--- src/rtl/cla_pkg.sv ---
// Shared definitions for the pipelined carry-lookahead adder: group bookkeeping,
// the parameter legality check and the control half of the stage record.
`ifndef CLA_PKG_SV
`define CLA_PKG_SV

// Stops elaboration on an unusable WIDTH/BLOCK/STAGES combination.
`define CLA_PARAM_CHECK(W, B, S) \
  if ((B) < 1 || ((W) % (B)) != 0 || (S) < 1 || (S) > ((W) / (B)) || (((W) / (B)) % (S)) != 0) begin : g_param_check \
    $error("cla_adder_pipe: illegal parameters WIDTH=%0d BLOCK=%0d STAGES=%0d", W, B, S); \
  end

package cla_pkg;

  function automatic int group_count(input int width, input int block);
    return width / block;
  endfunction

  function automatic int groups_per_stage(input int width, input int block, input int stages);
    return width / (block * stages);
  endfunction

  // Control fields carried alongside the partial sum and remaining operands.
  typedef struct packed {
    logic valid;
    logic sub;
    logic carry;
    logic ovf;
  } cla_ctrl_t;

endpackage

`endif

--- src/rtl/cla_adder_pipe_if.sv ---
// Operand/result stream of the pipelined adder: valid/ready in, valid/ready out.
interface cla_adder_pipe_if #(
  parameter int WIDTH = 32
);
  logic             valid_i;
  logic             ready_o;
  logic [WIDTH-1:0] A_i;
  logic [WIDTH-1:0] B_i;
  logic             Ci_i;
  logic             sub_i;
  logic             valid_o;
  logic             ready_i;
  logic [WIDTH-1:0] S_o;
  logic             Co_o;
  logic             V_o;

  modport slave (
    input  valid_i, A_i, B_i, Ci_i, sub_i, ready_i,
    output ready_o, valid_o, S_o, Co_o, V_o
  );

  modport master (
    output valid_i, A_i, B_i, Ci_i, sub_i, ready_i,
    input  ready_o, valid_o, S_o, Co_o, V_o
  );
endinterface

--- src/rtl/cla_group.sv ---
// BLOCK-bit combinational lookahead group: flat carry terms per bit plus the
// group generate/propagate used to chain groups.
module cla_group #(
  parameter int BLOCK = 4
) (
  input  logic [BLOCK-1:0] a,
  input  logic [BLOCK-1:0] b,
  input  logic             cin,
  output logic [BLOCK-1:0] s,
  output logic             cout,
  output logic             gg,
  output logic             pg
);
  logic [BLOCK-1:0] p;
  logic [BLOCK-1:0] g;
  logic [BLOCK-1:0] c;
  logic             acc;
  logic             prod;

  assign p = a ^ b;
  assign g = a & b;

  always_comb begin
    // NOTE: every variable gets a value before any branch/loop so no latch is inferred.
    c    = '0;
    acc  = 1'b0;
    prod = 1'b0;
    gg   = 1'b0;
    pg   = 1'b0;
    c[0] = cin;
    // Carry into bit i = g[i-1] | p[i-1]g[i-2] | ... | p[i-1:0]cin, no ripple.
    for (int i = 1; i < BLOCK; i++) begin
      acc  = g[i-1];
      prod = p[i-1];
      for (int j = i - 2; j >= 0; j--) begin
        acc  = acc | (prod & g[j]);
        prod = prod & p[j];
      end
      c[i] = acc | (prod & cin);
    end
    acc  = g[BLOCK-1];
    prod = p[BLOCK-1];
    for (int j = BLOCK - 2; j >= 0; j--) begin
      acc  = acc | (prod & g[j]);
      prod = prod & p[j];
    end
    gg = acc;
    pg = prod;
  end

  assign s    = p ^ c;
  assign cout = gg | (pg & cin);
endmodule

--- src/rtl/cla_adder_pipe.sv ---
// Pipelined CLA adder/subtractor: groups are split evenly over STAGES register
// stages, group carries chain inside a stage and are registered between stages.
module cla_adder_pipe
  import cla_pkg::*;
#(
  parameter int WIDTH  = 32,
  parameter int BLOCK  = 4,
  parameter int STAGES = 2
) (
  input  logic             clk_i,
  input  logic             rst_i,
  cla_adder_pipe_if.slave  bus
);
  localparam int NGROUPS = group_count(WIDTH, BLOCK);
  localparam int N       = groups_per_stage(WIDTH, BLOCK, STAGES);
  localparam logic [WIDTH-1:0] ONES = '1;

  `CLA_PARAM_CHECK(WIDTH, BLOCK, STAGES)

  typedef struct packed {
    cla_ctrl_t        ctrl;
    logic [WIDTH-1:0] sum;
    logic [WIDTH-1:0] a;
    logic [WIDTH-1:0] b;
  } stage_t;

  stage_t           head;
  stage_t           pipe_q    [STAGES];
  stage_t           stage_nxt [STAGES];
  logic [WIDTH-1:0] grp_sum;
  logic             grp_gg [NGROUPS];
  logic             grp_pg [NGROUPS];
  logic             grp_co [NGROUPS];
  logic             en;

  // The whole pipe advances together; a held output freezes every stage.
  assign en          = ~pipe_q[STAGES-1].ctrl.valid | bus.ready_i;
  assign bus.ready_o = en;

  always_comb begin
    head            = '0;
    head.ctrl.valid = bus.valid_i;
    head.ctrl.sub   = bus.sub_i;
    head.ctrl.carry = bus.sub_i ? ~bus.Ci_i : bus.Ci_i;
    head.a          = bus.A_i;
    head.b          = bus.sub_i ? ~bus.B_i : bus.B_i;
  end

  for (genvar k = 0; k < STAGES; k++) begin : g_stage
    localparam logic [WIDTH-1:0] MASK = (ONES >> (WIDTH - N * BLOCK)) << (k * N * BLOCK);

    stage_t   cur;
    stage_t   nxt;
    logic [N:0] c;

    if (k == 0) begin : g_head
      assign cur = head;
    end else begin : g_link
      assign cur = pipe_q[k-1];
    end

    assign c[0] = cur.ctrl.carry;

    for (genvar j = 0; j < N; j++) begin : g_grp
      localparam int G = k * N + j;

      cla_group #(.BLOCK(BLOCK)) u_grp (
        .a    (cur.a[G*BLOCK +: BLOCK]),
        .b    (cur.b[G*BLOCK +: BLOCK]),
        .cin  (c[j]),
        .s    (grp_sum[G*BLOCK +: BLOCK]),
        .cout (grp_co[G]),
        .gg   (grp_gg[G]),
        .pg   (grp_pg[G])
      );

      assign c[j+1] = grp_gg[G] | (grp_pg[G] & c[j]);
    end

    always_comb begin
      nxt            = cur;
      nxt.ctrl.carry = c[N];
      nxt.sum        = (cur.sum & ~MASK) | (grp_sum & MASK);
      // Carry into the MSB is recovered from its sum bit and propagate term.
      if (k == STAGES - 1) begin
        nxt.ctrl.ovf = (grp_sum[WIDTH-1] ^ cur.a[WIDTH-1] ^ cur.b[WIDTH-1])
                     ^ grp_co[NGROUPS-1];
      end
    end

    assign stage_nxt[k] = nxt;
  end

  always_ff @(posedge clk_i) begin
    for (int k = 0; k < STAGES; k++) begin
      // NOTE: the stage registers are data, not storage, yet are cleared so the
      // outputs read zero after reset; non-blocking lets each stage see its
      // predecessor's pre-edge value.
      if (rst_i) begin
        pipe_q[k] <= '0;
      end else if (en) begin
        pipe_q[k] <= stage_nxt[k];
      end
    end
  end

  assign bus.valid_o = pipe_q[STAGES-1].ctrl.valid;
  assign bus.S_o     = pipe_q[STAGES-1].sum;
  assign bus.Co_o    = pipe_q[STAGES-1].ctrl.sub ? ~pipe_q[STAGES-1].ctrl.carry
                                                 :  pipe_q[STAGES-1].ctrl.carry;
  assign bus.V_o     = pipe_q[STAGES-1].ctrl.ovf;
endmodule

--- src/flat_wrapper.sv ---
// flat-port wrapper written by rule: the top's interface ports become plain ports
module cla_adder_pipe_flat import cla_pkg::*;
#(
  parameter int WIDTH  = 32,
  parameter int BLOCK  = 4,
  parameter int STAGES = 2
)
  (clk_i, rst_i, bus_valid_i, bus_A_i, bus_B_i, bus_Ci_i, bus_sub_i, bus_ready_i, bus_ready_o, bus_valid_o, bus_S_o, bus_Co_o, bus_V_o);
  cla_adder_pipe_if #(.WIDTH(WIDTH)) bus_i ();
  input  logic clk_i;
  input  logic rst_i;
  input wire logic [$bits(bus_i.valid_i)-1:0] bus_valid_i;
  input wire logic [$bits(bus_i.A_i)-1:0] bus_A_i;
  input wire logic [$bits(bus_i.B_i)-1:0] bus_B_i;
  input wire logic [$bits(bus_i.Ci_i)-1:0] bus_Ci_i;
  input wire logic [$bits(bus_i.sub_i)-1:0] bus_sub_i;
  input wire logic [$bits(bus_i.ready_i)-1:0] bus_ready_i;
  output wire logic [$bits(bus_i.ready_o)-1:0] bus_ready_o;
  output wire logic [$bits(bus_i.valid_o)-1:0] bus_valid_o;
  output wire logic [$bits(bus_i.S_o)-1:0] bus_S_o;
  output wire logic [$bits(bus_i.Co_o)-1:0] bus_Co_o;
  output wire logic [$bits(bus_i.V_o)-1:0] bus_V_o;
  assign bus_i.valid_i = bus_valid_i;
  assign bus_i.A_i = bus_A_i;
  assign bus_i.B_i = bus_B_i;
  assign bus_i.Ci_i = bus_Ci_i;
  assign bus_i.sub_i = bus_sub_i;
  assign bus_i.ready_i = bus_ready_i;
  assign bus_ready_o = bus_i.ready_o;
  assign bus_valid_o = bus_i.valid_o;
  assign bus_S_o = bus_i.S_o;
  assign bus_Co_o = bus_i.Co_o;
  assign bus_V_o = bus_i.V_o;
  cla_adder_pipe #(.WIDTH(WIDTH), .BLOCK(BLOCK), .STAGES(STAGES)) u_core (.clk_i(clk_i), .rst_i(rst_i), .bus(bus_i));
endmodule
--- config.mk ---
export PLATFORM = sky130hd
export DESIGN_NAME = cla_adder_pipe_flat
export DESIGN_NICKNAME = d
export VERILOG_FILES = /design/src/rtl/cla_pkg.sv /design/src/rtl/cla_adder_pipe_if.sv /design/src/rtl/cla_group.sv /design/src/rtl/cla_adder_pipe.sv /design/src/flat_wrapper.sv
export SDC_FILE = /design/constraint.sdc
export NUM_CORES = 1
export LEC_CHECK = 0
export CORE_MARGIN = 2
export CORE_UTILIZATION = 30
export DETAILED_ROUTE_END_ITERATION = 8
export GPL_TIMING_DRIVEN = 0
export PLACE_DENSITY = 0.54
export SLEW_MARGIN = 20
export SYNTH_ARGS = -nofsm -noshare
export SYNTH_HDL_FRONTEND = slang
export SYNTH_SLANG_ARGS = --single-unit
--- constraint.sdc ---
create_clock -name clk_i -period 4.9 [get_ports clk_i]
set_clock_uncertainty 0.1 [all_clocks]
set_input_delay 0.735 -clock clk_i [delete_from_list [all_inputs] [get_ports clk_i]]
set_output_delay 0.735 -clock clk_i [all_outputs]
set_load 0.05 [all_outputs]
**After elaboration in Yosys (flattened, before gate mapping)**

Memory sizes are Yosys's and may differ from the RTL's.
Index checks and enable logic that the tools add are counted.

- Div/mod/pow operators: 0
- Add/sub/neg operators: 0
- $mul: 0
- $lt $le $gt $ge: 0
- Reduce and logical (&&, ||, !) cells: 0
- Bitwise logic cells: 243
- Multiplexer cells: 10
- Equal/unequal tests: 0
- Shifts and indexed selects: 0

Operator list:

| operator | number |
|---|---|
| $mux 100 | 2 |
| $and 1x1->1 | 128 |
| $or 1x1->1 | 83 |
| $xor 4x4->4 | 16 |
| $and 4x4->4 | 8 |
| $mux 32 | 1 |
| $not 32->32 | 1 |
| $or 16x32->32 | 1 |
| $mux 1 | 7 |
| $not 1->1 | 3 |
| $xor 1x1->1 | 3 |

- Latch bits: 0
- Memories: 1
- Output and inout port bits: 36
- RAM bits: 200
- ROM bits: 0
- Register bits: 0

Memories:

| name | words | bits a word | read ports | clocked after memory_dff | wr ports | RTL line | RTL |
|---|---|---|---|---|---|---|---|
| u_core.pipe_q | 2 | 100 | 2 | 0 | 2 | cla_adder_pipe.sv:28 | `stage_t pipe_q [STAGES];` |

**Logic depth before layout (Yosys ltp)**

An unclocked memory read counts as a cell.

- Depth in word-level cells: 18
- Depth in mapped cells: 13
- Gate-level depth less buffers: 11

**Hierarchy**

A second synthesis with hierarchy kept.

- Cell total of the unflattened synthesis: 425
- Area, all modules: 5258.8 um^2

By module, submodules not included:

| module | cells an instance | area each (um^2) | times used |
|---|---|---|---|
| cla_adder_pipe | 281 | 3901.2 | 1 |
| cla_group (u_core.g_stage[0].g_grp[1].u_grp ...) | 18 | 167.7 | 6 |
| cla_group (u_core.g_stage[1].g_grp[2].u_grp) | 18 | 180.2 | 1 |
| cla_group (u_core.g_stage[0].g_grp[0].u_grp) | 18 | 171.4 | 1 |

**Worst setup path before layout**

No wires, ideal clock.

- Kind: input to register
- From: in bus_sub_i
- To: mem u_core.pipe_q[0][76] (netlist bit) (data pin)
- Stages: 12
- Slack: 1.344 ns
- Data required time: 4.659 ns
- Arrival: 3.315 ns
- Cells stage by stage: buf_6 > clkbuf_1 > xor2_1 > ha_1 > and3_1 > a221oi_4 > nor2_2 > nor2_1 > a22oi_1 > a21oi_1 > fa_1 > nor2_1

RTL lines:

| element | RTL line | RTL |
|---|---|---|
| start, declared | flat_wrapper.sv:16 | `input wire logic [$bits(bus_i.sub_i)-1:0] bus_sub_i;` |
| end, declared | cla_adder_pipe.sv:28 |  |

==> impl_table.tex <==
\begin{tabular}{lr}
\hline
Metric & Value \\
\hline
\multicolumn{2}{l}{\textbf{Synth}} \\
\quad Yosys reg bits & just under 90 \\
\quad Cell count after synthesis & $\sim$420 \\
\quad Prevailing post-synth register cell & sky130\_fd\_sc\_hd\_\_edfxtp\_1 \\
\quad Mean instance size in the synthesized netlist & roughly 12 sq um \\
\quad Number of synthesized flops with an enable pin & between 80 and 90 \\
\quad Net count after synthesis & between 500 and 600 \\
\quad Fraction of the yosys area taken by sequential cells & about 52\% \\
\quad Synth top area cells & sky130\_fd\_sc\_hd\_\_edfxtp\_1 (52\%), sky130\_fd\_sc\_hd\_\_ha\_1 (8.0\%), sky130\_fd\_sc\_hd\_\_xor2\_1 (5.2\%) \\
\quad Post-synthesis async set-or-reset flop share & 0\% \\
\quad Most frequently used cell type in the post-synthesis netlist & sky130\_fd\_sc\_hd\_\_edfxtp\_1 \\
\quad Number of synthesis warnings & 0 \\
\quad Library cell occupying the most area in the post-synthesis netlist & sky130\_fd\_sc\_hd\_\_edfxtp\_1 \\
\quad Share of the synthesized area in the top cell type & around half \\
\quad Ranking of synthesized cells by instance count & sky130\_fd\_sc\_hd\_\_edfxtp\_1 (87), sky130\_fd\_sc\_hd\_\_nor2\_1 (52), sky130\_fd\_sc\_hd\_\_and2\_1 (41) \\
\quad Mapped Area & 5025 sq um \\
\quad Synth unique cells & 39 \\
\multicolumn{2}{l}{\textbf{Global routing}} \\
\quad Initial antenna violation count & 0 \\
\quad Total congestion overflow after global routing & 0 \\
\quad First-pass GRT wire length & roughly 17000 um \\
\quad Maximum number of pins on one net before global-route repair & 52 \\
\quad Total Routing Usage GR & approximately 13\% \\
\quad Vias in the first global route & 3300 \\
\multicolumn{2}{l}{\textbf{Power}} \\
\quad Sw Pwr & between 600 and 700 uW \\
\quad Internal power of the cells & about 1.7 mW \\
\quad Clock share of power & 31.0\% \\
\quad Sequential share of power & 40.7\% \\
\quad Combinational share of power & around 28\% \\
\quad Switching power as a share of total power & slightly below 30\% \\
\quad Power Dens Cells & 353.0 nW/um\^{}2 \\
\quad Maximum ir drop on the vdd rail & around 150 uV \\
\quad Leakage power figure & between 2 and 3 nW \\
\multicolumn{2}{l}{\textbf{Clock tree}} \\
\quad Clock latency of the later-clocked register in the worst-skew pair & 350 ps \\
\quad Maximum clock insertion buffer count & 2 \\
\quad CTS clk-pin slew, worst paths & 60 ps \\
\quad CTS tree & yes \\
\quad H-tree level count & 3 \\
\quad Post CTS Setup Buffer Count & 0 \\
\quad Clock Sink Count & between 80 and 90 \\
\quad CTS Root Buffer Type & sky130\_fd\_sc\_hd\_\_clkbuf\_16 \\
\quad Number of resized instances in the post-cts repair step & 0 \\
\quad Clock buffers created by TritonCTS & 9 \\
\quad Number of hold buffers added after CTS & 0 \\
\multicolumn{2}{l}{\textbf{Worst setup path}} \\
\quad Category of cells accounting for the largest share of critical-path delay & adder cells \\
\quad Cell occurring most often along the worst timing path & sky130\_fd\_sc\_hd\_\_nor2\_1 \\
\quad Worst path arrival time & between 3000 and 4000 ps \\
\quad Count of cells along the worst register-to-register path & 9 \\
\quad Critical Path Slowest Stage Cell & sky130\_fd\_sc\_hd\_\_clkbuf\_1 \\
\quad Startpoint of the lowest-slack register-to-register path & u\_core.pipe\_q[0][18] \\
\quad Worst-case register-to-register setup slack & $\sim$2200 ps \\
\quad Count of buffer and inverter cells on the critical path & 2 \\
\quad Max Fanout on Critical Path & 11 \\
\quad Chain of cells forming the critical path & buf\_6 -> clkbuf\_1 -> xor2\_1 -> ha\_1 -> and3\_1 -> a221oi\_4 -> nor2\_2 -> nor2\_1 -> a22oi\_1 -> a21oi\_1 -> fa\_1 -> nor2\_1 \\
\quad Startpoint Class & input port \\
\quad Setup crit end kind & flip-flop \\
\quad Setup CP Type & in2reg \\
\quad Worst R2R End & u\_core.pipe\_q[1][93] \\
\quad Data required time of the critical path & around 5000 ps \\
\quad CP max stage delay & around 600 ps \\
\multicolumn{2}{l}{\textbf{Drt}} \\
\quad Aggregate routed wire length & 10430 um \\
\quad Initial detailed-routing violation count & 136 \\
\quad Vias per inst & between 4 and 5 \\
\quad Number of remaining DRC errors & 0 \\
\quad Via count of the routed design & around 3200 \\
\quad DR pass1 iterations & 4 \\
\quad Routed wire length per instance & between 10 and 15 um \\
\quad Count of nets left with antenna violations after detail routing & 0 \\
\multicolumn{2}{l}{\textbf{Die}} \\
\quad Core outline area & approximately 16000 sq um \\
\quad Initial Util & 30.52\% \\
\quad Number of standard-cell rows in the floorplan & between 40 and 50 \\
\quad DIE WIDTH & around 130 um \\
\quad Count of boundary I/O pins & about 110 \\
\quad Full die area & between 15000 and 20000 sq um \\
\quad Overall die height & between 100 and 150 um \\
\multicolumn{2}{l}{\textbf{Place}} \\
\quad Final HPWL from detailed placement & 7822 um \\
\quad Count of input and output buffers & $\sim$100 \\
\quad Placed cell area & roughly 6400 sq um \\
\quad Placer's final routability congestion estimate & slightly below 0.8 \\
\quad Pre-CTS setup slack & 683.6 ps \\
\multicolumn{2}{l}{\textbf{Cells and area}} \\
\quad Share of post-route cells with drive strength above 1 & 10.31\% \\
\quad Area growth syn-to-layout & 33.09\% \\
\quad Register with the most flip-flops & u\_core.pipe\_q \\
\quad Leading registers by flop count & u\_core.pipe\_q: 87 flops \\
\quad Flip-flop count of the largest register after layout & 87 \\
\quad Final instance area & between 6000 and 7000 sq um \\
\quad Number of fillers in the final layout & about 1600 \\
\quad Net count of the finished layout & approximately 650 \\
\multicolumn{2}{l}{\textbf{STA}} \\
\quad Ratio of final minimum period to clock period & 77.73\% \\
\quad Transition time of the tightest slew-check pin & $\sim$790 ps \\
\quad RSZ-0062 raised after global routing & no \\
\quad Relative slew slack & between 40 and 50\% \\
\quad Tmin final & 3809 ps \\
\quad Count of endpoints failing hold in the final timing report & 0 \\
\quad Final-report setup violation count & 0 \\
\quad Final max-slew violation count & 0 \\
\quad Smallest hold slack & 416.0 ps \\
\quad Max Clk Rate & 262.6 MHz \\
\quad Final setup slack of the worst path & 1091 ps \\
\quad Final setup TNS & 0 ps \\
\multicolumn{2}{l}{\textbf{Min path}} \\
\quad Classification of the worst-slack hold path & reg2reg \\
\quad Hold Path Stages & 1 \\
\quad Hold Path Origin & u\_core.pipe\_q[0][99] \\
\quad Hold path endpoint & u\_core.pipe\_q[1][99] \\
\multicolumn{2}{l}{\textbf{Status}} \\
\quad Run status & completed \\
\multicolumn{2}{l}{\textbf{Job}} \\
\quad Maximum Capacitance Violations & 0 \\
\hline
\end{tabular}
logic make-up (layout without fill, tap and decap cells):
group	Yosys count	in the layout	share of synthesized area (%)
and+or+nand+nor	121	121	12.10
DFF	87	87	51.99
buffers and inverters	64	185	7.321
xor gates and xnor gates	59	59	10.43
AOI/OAI and AO/OA	50	50	6.798
adders and majority gates	40	40	11.16
muxes	1	1	0.1992
other	0	1	0
metrics by stage:
step,cells,total power [mW],utilization (%)
3_3_place_gp,746,1.638,38.51
2_1_floorplan,422,1.436,-
3_5_place_dp,747,1.650,38.69
5_1_grt,763,2.481,40.60
6_report,764,2.361,40.62
4_1_cts,763,2.392,40.60
worst max path at each step:
stage / to / slack [ps] / start / cells after the start
4_1_cts: u_core.pipe_q[0][76] / 1040 / bus_sub_i / 12
5_1_grt: u_core.pipe_q[0][77] / 800 / bus_sub_i / 13
2_1_floorplan: u_core.pipe_q[0][76] / 1340 / bus_sub_i / 12
3_5_place_dp: u_core.pipe_q[0][76] / 680 / bus_sub_i / 12
6_report: u_core.pipe_q[0][76] / 1090 / bus_sub_i / 12
3_3_place_gp: u_core.pipe_q[0][76] / 730 / bus_sub_i / 12
placed cells by master (no fill, tap or decap), types with 2 or more instances in the layout:
cell,count
sky130_fd_sc_hd__fa_1,8
sky130_fd_sc_hd__a21o_1,7
sky130_fd_sc_hd__clkbuf_16,9
sky130_fd_sc_hd__ha_1,32
sky130_fd_sc_hd__inv_1,19
sky130_fd_sc_hd__o21a_1,5
sky130_fd_sc_hd__o21ai_0,6
sky130_fd_sc_hd__nand2b_1,4
sky130_fd_sc_hd__or2_2,2
sky130_fd_sc_hd__xor2_1,30
sky130_fd_sc_hd__and2_1,41
sky130_fd_sc_hd__xnor2_1,28
sky130_fd_sc_hd__nor2_1,52
sky130_fd_sc_hd__o21bai_1,3
sky130_fd_sc_hd__clkbuf_1,13
sky130_fd_sc_hd__nand4_1,2
sky130_fd_sc_hd__nor3_1,3
sky130_fd_sc_hd__and3_1,2
sky130_fd_sc_hd__clkdlybuf4s50_1,104
sky130_fd_sc_hd__nand2_1,7
sky130_fd_sc_hd__bufinv_16,2
sky130_fd_sc_hd__a21oi_1,19
sky130_fd_sc_hd__edfxtp_1,87
sky130_fd_sc_hd__nor2b_1,3
sky130_fd_sc_hd__buf_4,32
power groups by stage:
stage                     Clock [mW]  Sequential [mW]  Combinational (mW)
after detailed placement           0            0.975               0.674
final                          0.732            0.960               0.669
after CTS                      0.753            0.961               0.678
after floorplan                    0            0.975               0.461
after global routing           0.782            0.971               0.727
after global placement             0            0.975               0.663
metal layers:
metal  wire, um  share of wire [%]  global-route usage [%]  vias to the layer above
met3        371                3.6                   2.702                       19
met5          0                  0                       0                        -
met4        304                2.9                   6.442                        0
li1           -                  -                       -                     1645
met1       4510                 43                   14.83                     1485
met2       5246                 50                   21.53                       69
cell type report:
cell class                      instances  area [sq um]  share of cell area, %
Sequential cell                        87          2613                  39.06
Multi-Input combinational cell        271          2047                  30.61
Timing Repair Buffer                  105          1069                  15.98
Buffer                                 45         296.5                  4.434
Tap cell                              220         275.3                  4.116
Clock buffer                           10         229.0                  3.424
Clock inverter                          6         85.08                  1.272
Inverter                               19         71.32                  1.066
Antenna cell                            1         2.502                0.03742
Power figures use the tool's default switching activity.
